### src/rtl/instr_encoder_if.sv
// Purpose : bundles the field-input stream and the instruction-memory write port of instr_encoder.
// Latency : n/a (wires only).
// Backpressure: in_valid/in_ready on the field stream, wr_en/wr_ready on the write port.
// Ports   : in_valid, in_ready, in_last, in_opcode, in_funct3, in_alt, in_rd, in_rs1, in_rs2, in_imm,
//           wr_en, wr_ready, wr_addr, wr_data.
// Modports: slave = the encoder (consumes fields, drives writes); master = the loader/bench side.
interface instr_encoder_if #(
  parameter int ADDR_WIDTH = 16,
  parameter int DATA_WIDTH = 32
);
  logic                  in_valid;
  logic                  in_ready;
  logic                  in_last;
  logic [6:0]            in_opcode;
  logic [2:0]            in_funct3;
  logic                  in_alt;
  logic [4:0]            in_rd;
  logic [4:0]            in_rs1;
  logic [4:0]            in_rs2;
  logic [31:0]           in_imm;
  logic                  wr_en;
  logic                  wr_ready;
  logic [ADDR_WIDTH-1:0] wr_addr;
  logic [DATA_WIDTH-1:0] wr_data;

  modport slave (
    input  in_valid, in_last, in_opcode, in_funct3, in_alt, in_rd, in_rs1, in_rs2, in_imm,
    input  wr_ready,
    output in_ready, wr_en, wr_addr, wr_data
  );

  modport master (
    output in_valid, in_last, in_opcode, in_funct3, in_alt, in_rd, in_rs1, in_rs2, in_imm,
    output wr_ready,
    input  in_ready, wr_en, wr_addr, wr_data
  );
endinterface

### src/rtl/instr_encoder.sv
// Purpose : packs RV32I fields into 32-bit words and streams them to instruction memory from base_addr.
// Latency : 1 cycle from accepted field bundle to wr_en/wr_data/wr_addr.
// Backpressure: one-entry output register; in_ready drops while it is full and wr_ready is low.
// Ports   : clk, rst_n (async active-low), start/base_addr (session start), bus (instr_encoder_if.slave:
//           field stream + write port), busy, done (1-cycle pulse), err_illegal, err_range (sticky).
// Option  : define IMM_RANGE_CHECK_EN to flag out-of-range/misaligned immediates on err_range;
//           without it err_range is tied low and excess immediate bits are silently dropped.
module instr_encoder #(
  parameter int DATA_WIDTH = 32,
  parameter int ADDR_WIDTH = 16
) (
  input  logic                  clk,
  input  logic                  rst_n,
  input  logic                  start,
  input  logic [ADDR_WIDTH-1:0] base_addr,
  instr_encoder_if.slave        bus,
  output logic                  busy,
  output logic                  done,
  output logic                  err_illegal,
  output logic                  err_range
);
  localparam logic [6:0] OP_R      = 7'b0110011;
  localparam logic [6:0] OP_IMM    = 7'b0010011;
  localparam logic [6:0] OP_LOAD   = 7'b0000011;
  localparam logic [6:0] OP_JALR   = 7'b1100111;
  localparam logic [6:0] OP_STORE  = 7'b0100011;
  localparam logic [6:0] OP_BRANCH = 7'b1100011;
  localparam logic [6:0] OP_JAL    = 7'b1101111;
  localparam logic [6:0] OP_LUI    = 7'b0110111;
  localparam logic [6:0] OP_AUIPC  = 7'b0010111;
  localparam logic [6:0] OP_SYSTEM = 7'b1110011;

  typedef enum logic [1:0] {ST_IDLE, ST_LOAD, ST_DRAIN, ST_DONE} state_t;

  state_t                state, state_nx;
  logic [ADDR_WIDTH-1:0] addr_q;      // address the next accepted word will be written to
  logic [DATA_WIDTH-1:0] enc;
  logic                  enc_illegal;
  logic                  is_shift;
  logic [6:0]            funct7;
  logic                  accept, wr_hs, start_ok;

  logic [6:0]  opcode;
  logic [2:0]  funct3;
  logic [4:0]  rd, rs1, rs2;
  logic [31:0] imm;

  assign opcode = bus.in_opcode;
  assign funct3 = bus.in_funct3;
  assign rd     = bus.in_rd;
  assign rs1    = bus.in_rs1;
  assign rs2    = bus.in_rs2;
  assign imm    = bus.in_imm;
  assign funct7 = bus.in_alt ? 7'b0100000 : 7'b0000000;
  assign is_shift = (opcode == OP_IMM) && ((funct3 == 3'b001) || (funct3 == 3'b101));

  // Skid of one: a new bundle may enter in the same cycle the held word drains.
  assign bus.in_ready = (state == ST_LOAD) && (!bus.wr_en || bus.wr_ready);
  assign accept       = bus.in_valid && bus.in_ready;
  assign wr_hs        = bus.wr_en && bus.wr_ready;
  assign start_ok     = start && (state == ST_IDLE);
  assign busy         = (state != ST_IDLE);
  assign done         = (state == ST_DONE);

  always_comb begin
    enc         = 32'h0000_0013;
    enc_illegal = 1'b0;
    case (opcode)
      OP_R:    enc = {funct7, rs2, rs1, funct3, rd, opcode};
      OP_IMM:  enc = is_shift ? {funct7, imm[4:0], rs1, funct3, rd, opcode}
                              : {imm[11:0], rs1, funct3, rd, opcode};
      OP_LOAD, OP_JALR:
               enc = {imm[11:0], rs1, funct3, rd, opcode};
      OP_STORE:  enc = {imm[11:5], rs2, rs1, funct3, imm[4:0], opcode};
      OP_BRANCH: enc = {imm[12], imm[10:5], rs2, rs1, funct3, imm[4:1], imm[11], opcode};
      OP_JAL:    enc = {imm[20], imm[10:1], imm[11], imm[19:12], rd, opcode};
      OP_LUI, OP_AUIPC:
               enc = {imm[31:12], rd, opcode};
      // Only ecall/ebreak are produced; every other SYSTEM field is forced to zero.
      OP_SYSTEM: enc = imm[0] ? 32'h0010_0073 : 32'h0000_0073;
      default: enc_illegal = 1'b1;
    endcase
  end

  always_comb begin
    state_nx = state;
    case (state)
      ST_IDLE:  if (start)                  state_nx = ST_LOAD;
      ST_LOAD:  if (accept && bus.in_last)  state_nx = ST_DRAIN;
      ST_DRAIN: if (wr_hs)                  state_nx = ST_DONE;
      ST_DONE:                              state_nx = ST_IDLE;
      default:                              state_nx = ST_IDLE;
    endcase
  end

  always_ff @(posedge clk or negedge rst_n) begin
    if (!rst_n) begin
      state       <= ST_IDLE;
      addr_q      <= '0;
      bus.wr_en   <= 1'b0;
      bus.wr_addr <= '0;
      bus.wr_data <= '0;
      err_illegal <= 1'b0;
    end else begin
      state <= state_nx;
      if (start_ok) begin
        addr_q      <= base_addr;
        err_illegal <= 1'b0;
      end
      if (accept) begin
        bus.wr_en   <= 1'b1;
        bus.wr_data <= enc;
        bus.wr_addr <= addr_q;
        addr_q      <= addr_q + ADDR_WIDTH'(4);
        if (enc_illegal) err_illegal <= 1'b1;
      end else if (wr_hs) begin
        bus.wr_en <= 1'b0;
      end
    end
  end

`ifdef IMM_RANGE_CHECK_EN
  logic signed [31:0] simm;
  logic               range_fault;

  assign simm = $signed(imm);

  always_comb begin
    range_fault = 1'b0;
    case (opcode)
      OP_IMM:  range_fault = is_shift ? (imm > 32'd31)
                                      : ((simm < -32'sd2048) || (simm > 32'sd2047));
      OP_LOAD, OP_JALR, OP_STORE:
               range_fault = (simm < -32'sd2048) || (simm > 32'sd2047);
      OP_BRANCH: range_fault = (simm < -32'sd4096) || (simm > 32'sd4094) || imm[0];
      OP_JAL:    range_fault = (simm < -32'sd1048576) || (simm > 32'sd1048574) || imm[0];
      OP_LUI, OP_AUIPC:
               range_fault = (imm[11:0] != 12'h000);
      default: range_fault = 1'b0;
    endcase
  end

  always_ff @(posedge clk or negedge rst_n) begin
    if (!rst_n)                     err_range <= 1'b0;
    else if (start_ok)              err_range <= 1'b0;
    else if (accept && range_fault) err_range <= 1'b1;
  end
`else
  assign err_range = 1'b0;
`endif
endmodule
### src/flat_wrapper.sv
// flat-port wrapper written by rule: the top's interface ports become plain ports
module instr_encoder_flat 
#(
  parameter int DATA_WIDTH = 32,
  parameter int ADDR_WIDTH = 16
)
  (clk, rst_n, start, base_addr, busy, done, err_illegal, err_range, bus_in_valid, bus_in_last, bus_in_opcode, bus_in_funct3, bus_in_alt, bus_in_rd, bus_in_rs1, bus_in_rs2, bus_in_imm, bus_wr_ready, bus_in_ready, bus_wr_en, bus_wr_addr, bus_wr_data);
  instr_encoder_if #(.ADDR_WIDTH(ADDR_WIDTH), .DATA_WIDTH(DATA_WIDTH)) bus_i ();
  input  logic clk;
  input  logic rst_n;
  input  logic start;
  input  logic [ADDR_WIDTH-1:0] base_addr;
  output logic busy;
  output logic done;
  output logic err_illegal;
  output logic err_range;
  input wire logic [$bits(bus_i.in_valid)-1:0] bus_in_valid;
  input wire logic [$bits(bus_i.in_last)-1:0] bus_in_last;
  input wire logic [$bits(bus_i.in_opcode)-1:0] bus_in_opcode;
  input wire logic [$bits(bus_i.in_funct3)-1:0] bus_in_funct3;
  input wire logic [$bits(bus_i.in_alt)-1:0] bus_in_alt;
  input wire logic [$bits(bus_i.in_rd)-1:0] bus_in_rd;
  input wire logic [$bits(bus_i.in_rs1)-1:0] bus_in_rs1;
  input wire logic [$bits(bus_i.in_rs2)-1:0] bus_in_rs2;
  input wire logic [$bits(bus_i.in_imm)-1:0] bus_in_imm;
  input wire logic [$bits(bus_i.wr_ready)-1:0] bus_wr_ready;
  output wire logic [$bits(bus_i.in_ready)-1:0] bus_in_ready;
  output wire logic [$bits(bus_i.wr_en)-1:0] bus_wr_en;
  output wire logic [$bits(bus_i.wr_addr)-1:0] bus_wr_addr;
  output wire logic [$bits(bus_i.wr_data)-1:0] bus_wr_data;
  assign bus_i.in_valid = bus_in_valid;
  assign bus_i.in_last = bus_in_last;
  assign bus_i.in_opcode = bus_in_opcode;
  assign bus_i.in_funct3 = bus_in_funct3;
  assign bus_i.in_alt = bus_in_alt;
  assign bus_i.in_rd = bus_in_rd;
  assign bus_i.in_rs1 = bus_in_rs1;
  assign bus_i.in_rs2 = bus_in_rs2;
  assign bus_i.in_imm = bus_in_imm;
  assign bus_i.wr_ready = bus_wr_ready;
  assign bus_in_ready = bus_i.in_ready;
  assign bus_wr_en = bus_i.wr_en;
  assign bus_wr_addr = bus_i.wr_addr;
  assign bus_wr_data = bus_i.wr_data;
  instr_encoder #(.DATA_WIDTH(DATA_WIDTH), .ADDR_WIDTH(ADDR_WIDTH)) u_core (.clk(clk), .rst_n(rst_n), .start(start), .base_addr(base_addr), .bus(bus_i), .busy(busy), .done(done), .err_illegal(err_illegal), .err_range(err_range));
endmodule
### config.mk
export PLATFORM = sky130hd
export DESIGN_NAME = instr_encoder_flat
export DESIGN_NICKNAME = d
export VERILOG_FILES = /design/src/rtl/instr_encoder_if.sv /design/src/rtl/instr_encoder.sv /design/src/flat_wrapper.sv
export SDC_FILE = /design/constraint.sdc
export NUM_CORES = 1
export LEC_CHECK = 0
export BUFFER_PORTS_ARGS = -buffer_cell sky130_fd_sc_hd__buf_2
export CORE_MARGIN = 10
export CORE_UTILIZATION = 45
export DETAILED_ROUTE_END_ITERATION = 10
export GPL_ROUTABILITY_DRIVEN = 1
export PLACE_DENSITY = 0.74
export SLEW_MARGIN = 20
export SYNTH_ARGS = -nofsm -noshare
export SYNTH_HDL_FRONTEND = slang
export SYNTH_SLANG_ARGS = --single-unit
### constraint.sdc
create_clock -name clk -period 2.15 [get_ports clk]
set_input_delay 0.3225 -clock clk [delete_from_list [all_inputs] [get_ports clk]]
set_output_delay 0.3225 -clock clk [all_outputs]
set_load 0.01 [all_outputs]
* After elaboration in Yosys (flattened, before gate mapping) *
Cells that the tools add are included.

storage, ports and cells
  input port bits = 80
  bits in registers = 68
  word-level logic and storage cells = 57
  output and inout port bits = 54

cells by class
  muxes and demuxes = 15
  eq/ne operators = 18
  add/subtract/negate cells = 1
  reduce and logical (&&, ||, !) cells = 17

operators by type and width
  operator                                              number
  one-hot mux 32 bit (8 select lines)                   1
  2-to-1 mux 16 bit                                     2
  2-to-1 mux 32 bit                                     1
  equality test 7 bit (second input constant)           4
  equality test 7 x 6 -> 1 bit (second input constant)  3
  2-to-1 mux 21 bit                                     1
  adder 16 x 3 -> 16 bit (second input constant)        1
  equality test 7 x 5 -> 1 bit (second input constant)  2
  OR reduction 10 bit                                   1
  one-hot mux 2 bit (4 select lines)                    1
  equality test 7 x 2 -> 1 bit (second input constant)  1
  logical AND 1 bit                                     6
  2-to-1 mux 2 bit                                      3
  2-to-1 mux 6 bit                                      1
  nonzero test 2 bit                                    3
  2-to-1 mux 1 bit                                      5
  equality test 2 bit (second input constant)           2
  inequality test 2 bit (second input constant)         2
  OR reduction 2 bit                                    2
  equality test 3 x 1 -> 1 bit (second input constant)  1
  equality test 3 bit (second input constant)           1
  AND reduction 3 bit                                   1
  equality test 2 x 1 -> 1 bit (second input constant)  1
  logical NOT 2 bit                                     1
  3 further kinds                                       4

* Logic depth before layout (Yosys ltp) *
  depth in word-level cells = 7
  gate-level depth with buffers = 8
  depth with buffers taken out = 6

* Worst setup path before layout *
Ideal clock, no wire load.

  path kind = register to register
  start = register u_core.state[1]
  end = register u_core.addr_q[2]
  library setup time = 144 ps
  cell stages (with the launch flop) = 8
  clock period less this slack = 1,680 ps
  buffers on the path = 1
  arrival = 1,535 ps
  setup slack = 470 ps
  required time = 2,006 ps
  path through = dfrtp_1 -> inv_1 -> ha_1 -> nand2_1 -> nor2_1 -> buf_2 -> nand2_1 -> a21boi_0

between the ends
  word-level cells in the longest chain between the ends = 4
  elaborated cells on any way between the ends = 7
  classes of those cells = 1 x eq/ne; 1 x mux; 5 x reduce/logical

ends and longest elaborated chain
  what                                                            line                  source
  from (decl)                                                     instr_encoder.sv:35   state_t state, state_nx;
  from (signal assigned)                                          instr_encoder.sv:105  state <= state_nx;
  equality test 2 x 1 -> 1 bit                                    instr_encoder.sv:58   assign bus.in_ready = (state == ST_LOAD) && (!bus.wr_en || bus.wr_ready);
  logical AND 1 bit                                               instr_encoder.sv:58
  logical AND 1 bit                                               instr_encoder.sv:59   assign accept = bus.in_valid && bus.in_ready;
  2-to-1 mux 16 bit / nonzero test 2 bit (equally long branches)  n/a
  to (signal assigned)                                            instr_encoder.sv:107  addr_q <= base_addr;
  to (signal assigned)                                            instr_encoder.sv:114  addr_q <= addr_q + ADDR_WIDTH'(4);
  to (decl)                                                       instr_encoder.sv:36   logic [ADDR_WIDTH-1:0] addr_q;

Several ways; a longest one is shown, not always the timed one.
A chain may end at the register's enable or synchronous reset.

* Worst setup path after layout *
  start = register u_core.state[1]
  end = register u_core.bus.wr_data[28]

between the ends
  word-level cells in the longest chain between the ends = 3

ends and longest elaborated chain
  what                          line                    source
  equality test 2 x 1 -> 1 bit  instr_encoder.sv:58
  logical AND 1 bit             instr_encoder.sv:58
  logical AND 1 bit             instr_encoder.sv:59
  to (signal assigned)          instr_encoder.sv:112    bus.wr_data <= enc;
  to (decl)                     instr_encoder_if.sv:29  output in_ready, wr_en, wr_addr, wr_data

Every way passes these cells.

==> impl_results.md <==
* Status: finished clean
* Drt total wl at ~11000 um
* Via count at between 3k and 4k
* Synthesis Warnings at 0
* DP Worst Slack at roughly 0.21 ns
* H-tree Lvls at 3
* Number of fill cells at ~700
* Syn_area_per_cell at around 9.4 um^2
* Hold depth at 2
* Synth Area in XOR/XNOR at 0.004818
* Die height at 109.9 um
* Die X at about 110 um
* Setup Skew at around 0.014 ns
* Hold Crit Endpoint: u_core.bus.wr_data[11]
* Slowest CP cell: dfrtp_1
* Crit Path Max Fanout at 10
* Initial antenna violation count at 0
* 1st-pass router iterations at 5
* Critical Path Start Type: flop
* # diodes at 0
* Share of cells above drive strength 1 at 0.3454
* Reg2Reg Launch Point: u_core.state[1]
* Slew of the pin with the lowest slew margin at 0.5798 ns
* Synth Cell Area at 0.003636 mm^2
* Relative slew slack at 0.6128
* Yosys cell types at 66
* Unrepaired setup endpoints after global routing: true
* Compound-Gate Fraction of Synth Area at 0.2271
* Final hold violation count at 0
* Leak at roughly 2.3 nW
* Setup Buffers After CTS at 0
* Flops & latches, synth at just under 70
* Largest net degree at the start of global routing at 69
* Reg-to-reg endpoint: u_core.bus.wr_data[28]
* IO Port Bufs at ~130
* FP Rows at 32
* DRT iter0 DRCs at roughly 160
* Synth Area in Simple Gates at 0.2154
* Primary FF master, synth: dfrtp_1
* Largest family of logic cells by synthesized area: compound AO/OA/AOI/OAI gates
* Area after DPL at between 0.004 and 0.005 mm^2
* Crit-path cells: inv_1 > ha_1 > nand2_1 > nor3_1 > buf_4 > nand2_2 > a22oi_1
* PD cells at around 1200 mW/mm^2
* Routed len/inst at between 15 and 20 um
* TritonCTS buffer count at 9
* Top cells by area, synth: dfrtp_1 (47%), nand2_1 (7.9%), nor2_1 (3.5%)
* Synth async-reset ratio at 1.000
* Seq/Total Area, Yosys at 0.4680
* Initial core utilization at 0.4657
* Grt met3 use at 0.07080
* Final setup viols at 0
* FMAX at 511.7 MHz
* Worst VDD drop at 511.3 uV
* Max-slew violations at 0
* CTS clock-pin slew for the worst setup and hold paths at about 0.080 ns
* Placeable Area at between 0.007 and 0.008 mm^2
* ANT nets after route at 0
* Via/cell ratio at between 5 and 6
* Post-Synthesis Cells at 385
* Vias in the first global route at about 3.6k
* Number of flops mapped to enable cells by yosys at 0
* Die area at 0.01208 mm^2
* Longest Clk Path Bufs at 2
* Syn nets at around 470
* DPL Wire Length at 8606 um
* Clock sinks at between 60 and 70
* DR DRC count at 0
* Worst hold-check path type: in -> reg
* Fin nets at 608
* Worst setup EP type: flop
* RePlAce Congestion at between 0.9 and 1
* Max-Cap Viols at 0
* Busiest layer in global routing: met2
* Total track usage at 0.1882
* Post-synthesis mux area share at 0.01996
* Min Tclk post-route at around 2.0 ns
* Fin area at approximately 0.0047 mm^2
* Internal reg-to-reg setup slack at 0.20 ns
* Post-synth top area share at 0.4680
* Cell taking the most area after synthesis: dfrtp_1
* Clock Root Buffer: clkbuf_8
* First-pass GRT wire length at approximately 18000 um
* GR Overflow Total at 0
* Worst Path Arrival at 2.22 ns
* IO Pins at around 130
* Hold Path Origin: bus_in_rd[4]
* Worst reg2reg path depth at 7
* CTS tree: yes
* Delay of the slowest critical-path stage at approximately 0.41 ns
* Period Utilization, post-route at 0.9090
* Synth Area in Adders at 0.02065
* Area delta synth->final at 30.39%
* Worst skew pair latency at roughly 0.36 ns
* Final WS setup at slightly below 0.2 ns
* Final core occ at 0.6072
* GRT met2 Usage at 0.3006
* M1 GR Usage at 0.2285
* CP Class: reg -> reg
* CP Data Required Time at ~2.4 ns
==> worst max-delay path by stage <==
| stage | slack [ns] | start | to |
|---|---|---|---|
| floorplan | 0.47 | u_core.state[1] | u_core.addr_q[2] |
| global placement | 0.33 | u_core.state[1] | u_core.addr_q[9] |
| detailed placement | 0.21 | u_core.state[1] | u_core.addr_q[6] |
| CTS | 0.17 | u_core.state[1] | u_core.addr_q[6] |
| global route | -0.02 | u_core.state[1] | u_core.bus.wr_data[27] |
| finish | 0.20 | u_core.state[1] | u_core.bus.wr_data[28] |
==> layout make-up <==
cell class | count | area [um^2] | area share
Clock buffer | 9 | 123.9 | 0.02613
Clock inverter | 7 | 162.7 | 0.03431
Inverter | 11 | 41.29 | 0.008709
Multi-Input combinational cell | 284 | 1788 | 0.3771
Sequential cell | 68 | 1702 | 0.3589
Tap cell | 102 | 127.6 | 0.02692
Timing Repair Buffer | 148 | 795.8 | 0.1679
==> Yosys cell counts (4+ instances only) <==
library cell	instances
nand2_1	77
dfrtp_1	68
nor2_1	34
a21oi_1	13
a221oi_1	12
a22oi_1	11
buf_2	11
inv_1	11
o211ai_1	9
nor3_1	8
a21o_1	7
clkbuf_1	7
a211oi_1	6
ha_1	6
nand3_1	6
o21ai_0	6
and3_1	5
mux2i_1	5
a22o_1	4
a311oi_1	4
nand2b_1	4
nor2b_1	4
o22ai_1	4
==> metrics by stage <==
step | power, mW | hold slack, ns | std cells | setup TNS, ns
after floorplan | 3.361 | 0.02691 | 385 | 0
after global placement | 4.141 | 0.3726 | 612 | 0
after detailed placement | 4.230 | 0.3787 | 612 | 0
after CTS | 5.761 | 0.1507 | 629 | 0
after global routing | 6.128 | 0.1497 | 629 | -0.04509
final | 5.731 | 0.1580 | 629 | 0
==> what timing repair did <==
item	in CTS	in global routing
hold buffers	1	0
gates resized for setup	0	1
hold endpoints to repair	14	0
endpoints found under the setup margin	0	4
==> sequential cells by signal (all words and copies together), names as in the netlist <==
register and flops:
u_core.addr_q 16, u_core.state 2, u_core.err_illegal 1, u_core.bus.wr_en 1, u_core.bus.wr_addr 16, u_core.bus.wr_data 32
==> cells by family (layout without fill, tap and decap cells) <==
kind of cell	count (synthesis)	after routing
buf+inv	33	175
xor+xnor	2	2
other cells	1	1
mux	7	7
flops	68	68
fa+ha+maj	6	6
simple gates	164	164
compound gates	104	104
==> placed cells by master, fill, tap and decap left out, drive strengths merged, types with 4 or more instances in the layout <==
cell	count
nor2	35
a211oi	7
a22oi	11
a221oi	13
nor2b	4
dfrtp	68
o21ai	7
buf	147
a21oi	15
o211ai	9
a311oi	4
a22o	4
o22ai	4
nand3	6
clkbuf	9
a21o	7
nand2b	4
and3	5
mux2i	5
ha	6
nor3	9
inv	11
nor4	5
nand2	78
bufinv	5
==> power by group <==
part	leakage, nW	total [mW]	switching (mW)	internal [mW]
logic	1.32	2.06	1.19	0.878
registers	0.840	2.13	0.369	1.76
clock network	0.139	1.54	0.533	1.00
==> per-layer routing <==
| metal | share of wire | up-vias |
|---|---|---|
| li1 | - | 1673 |
| met1 | 0.42 | 1705 |
| met2 | 0.48 | 127 |
| met3 | 0.093 | 18 |
| met4 | 0.016 | 0 |
| met5 | 0 | - |
==> critical path: cells and delay by family, from the launching register on <==
family | cells | cell delay [ns]
DFF | 1 | 0.41
AOI/OAI and AO/OA | 1 | 0.23
buffers and inverters | 2 | 0.29
adders and majority gates | 1 | 0.19
and+or+nand+nor | 3 | 0.74
Note: power is estimated with default switching activity, not from simulation.
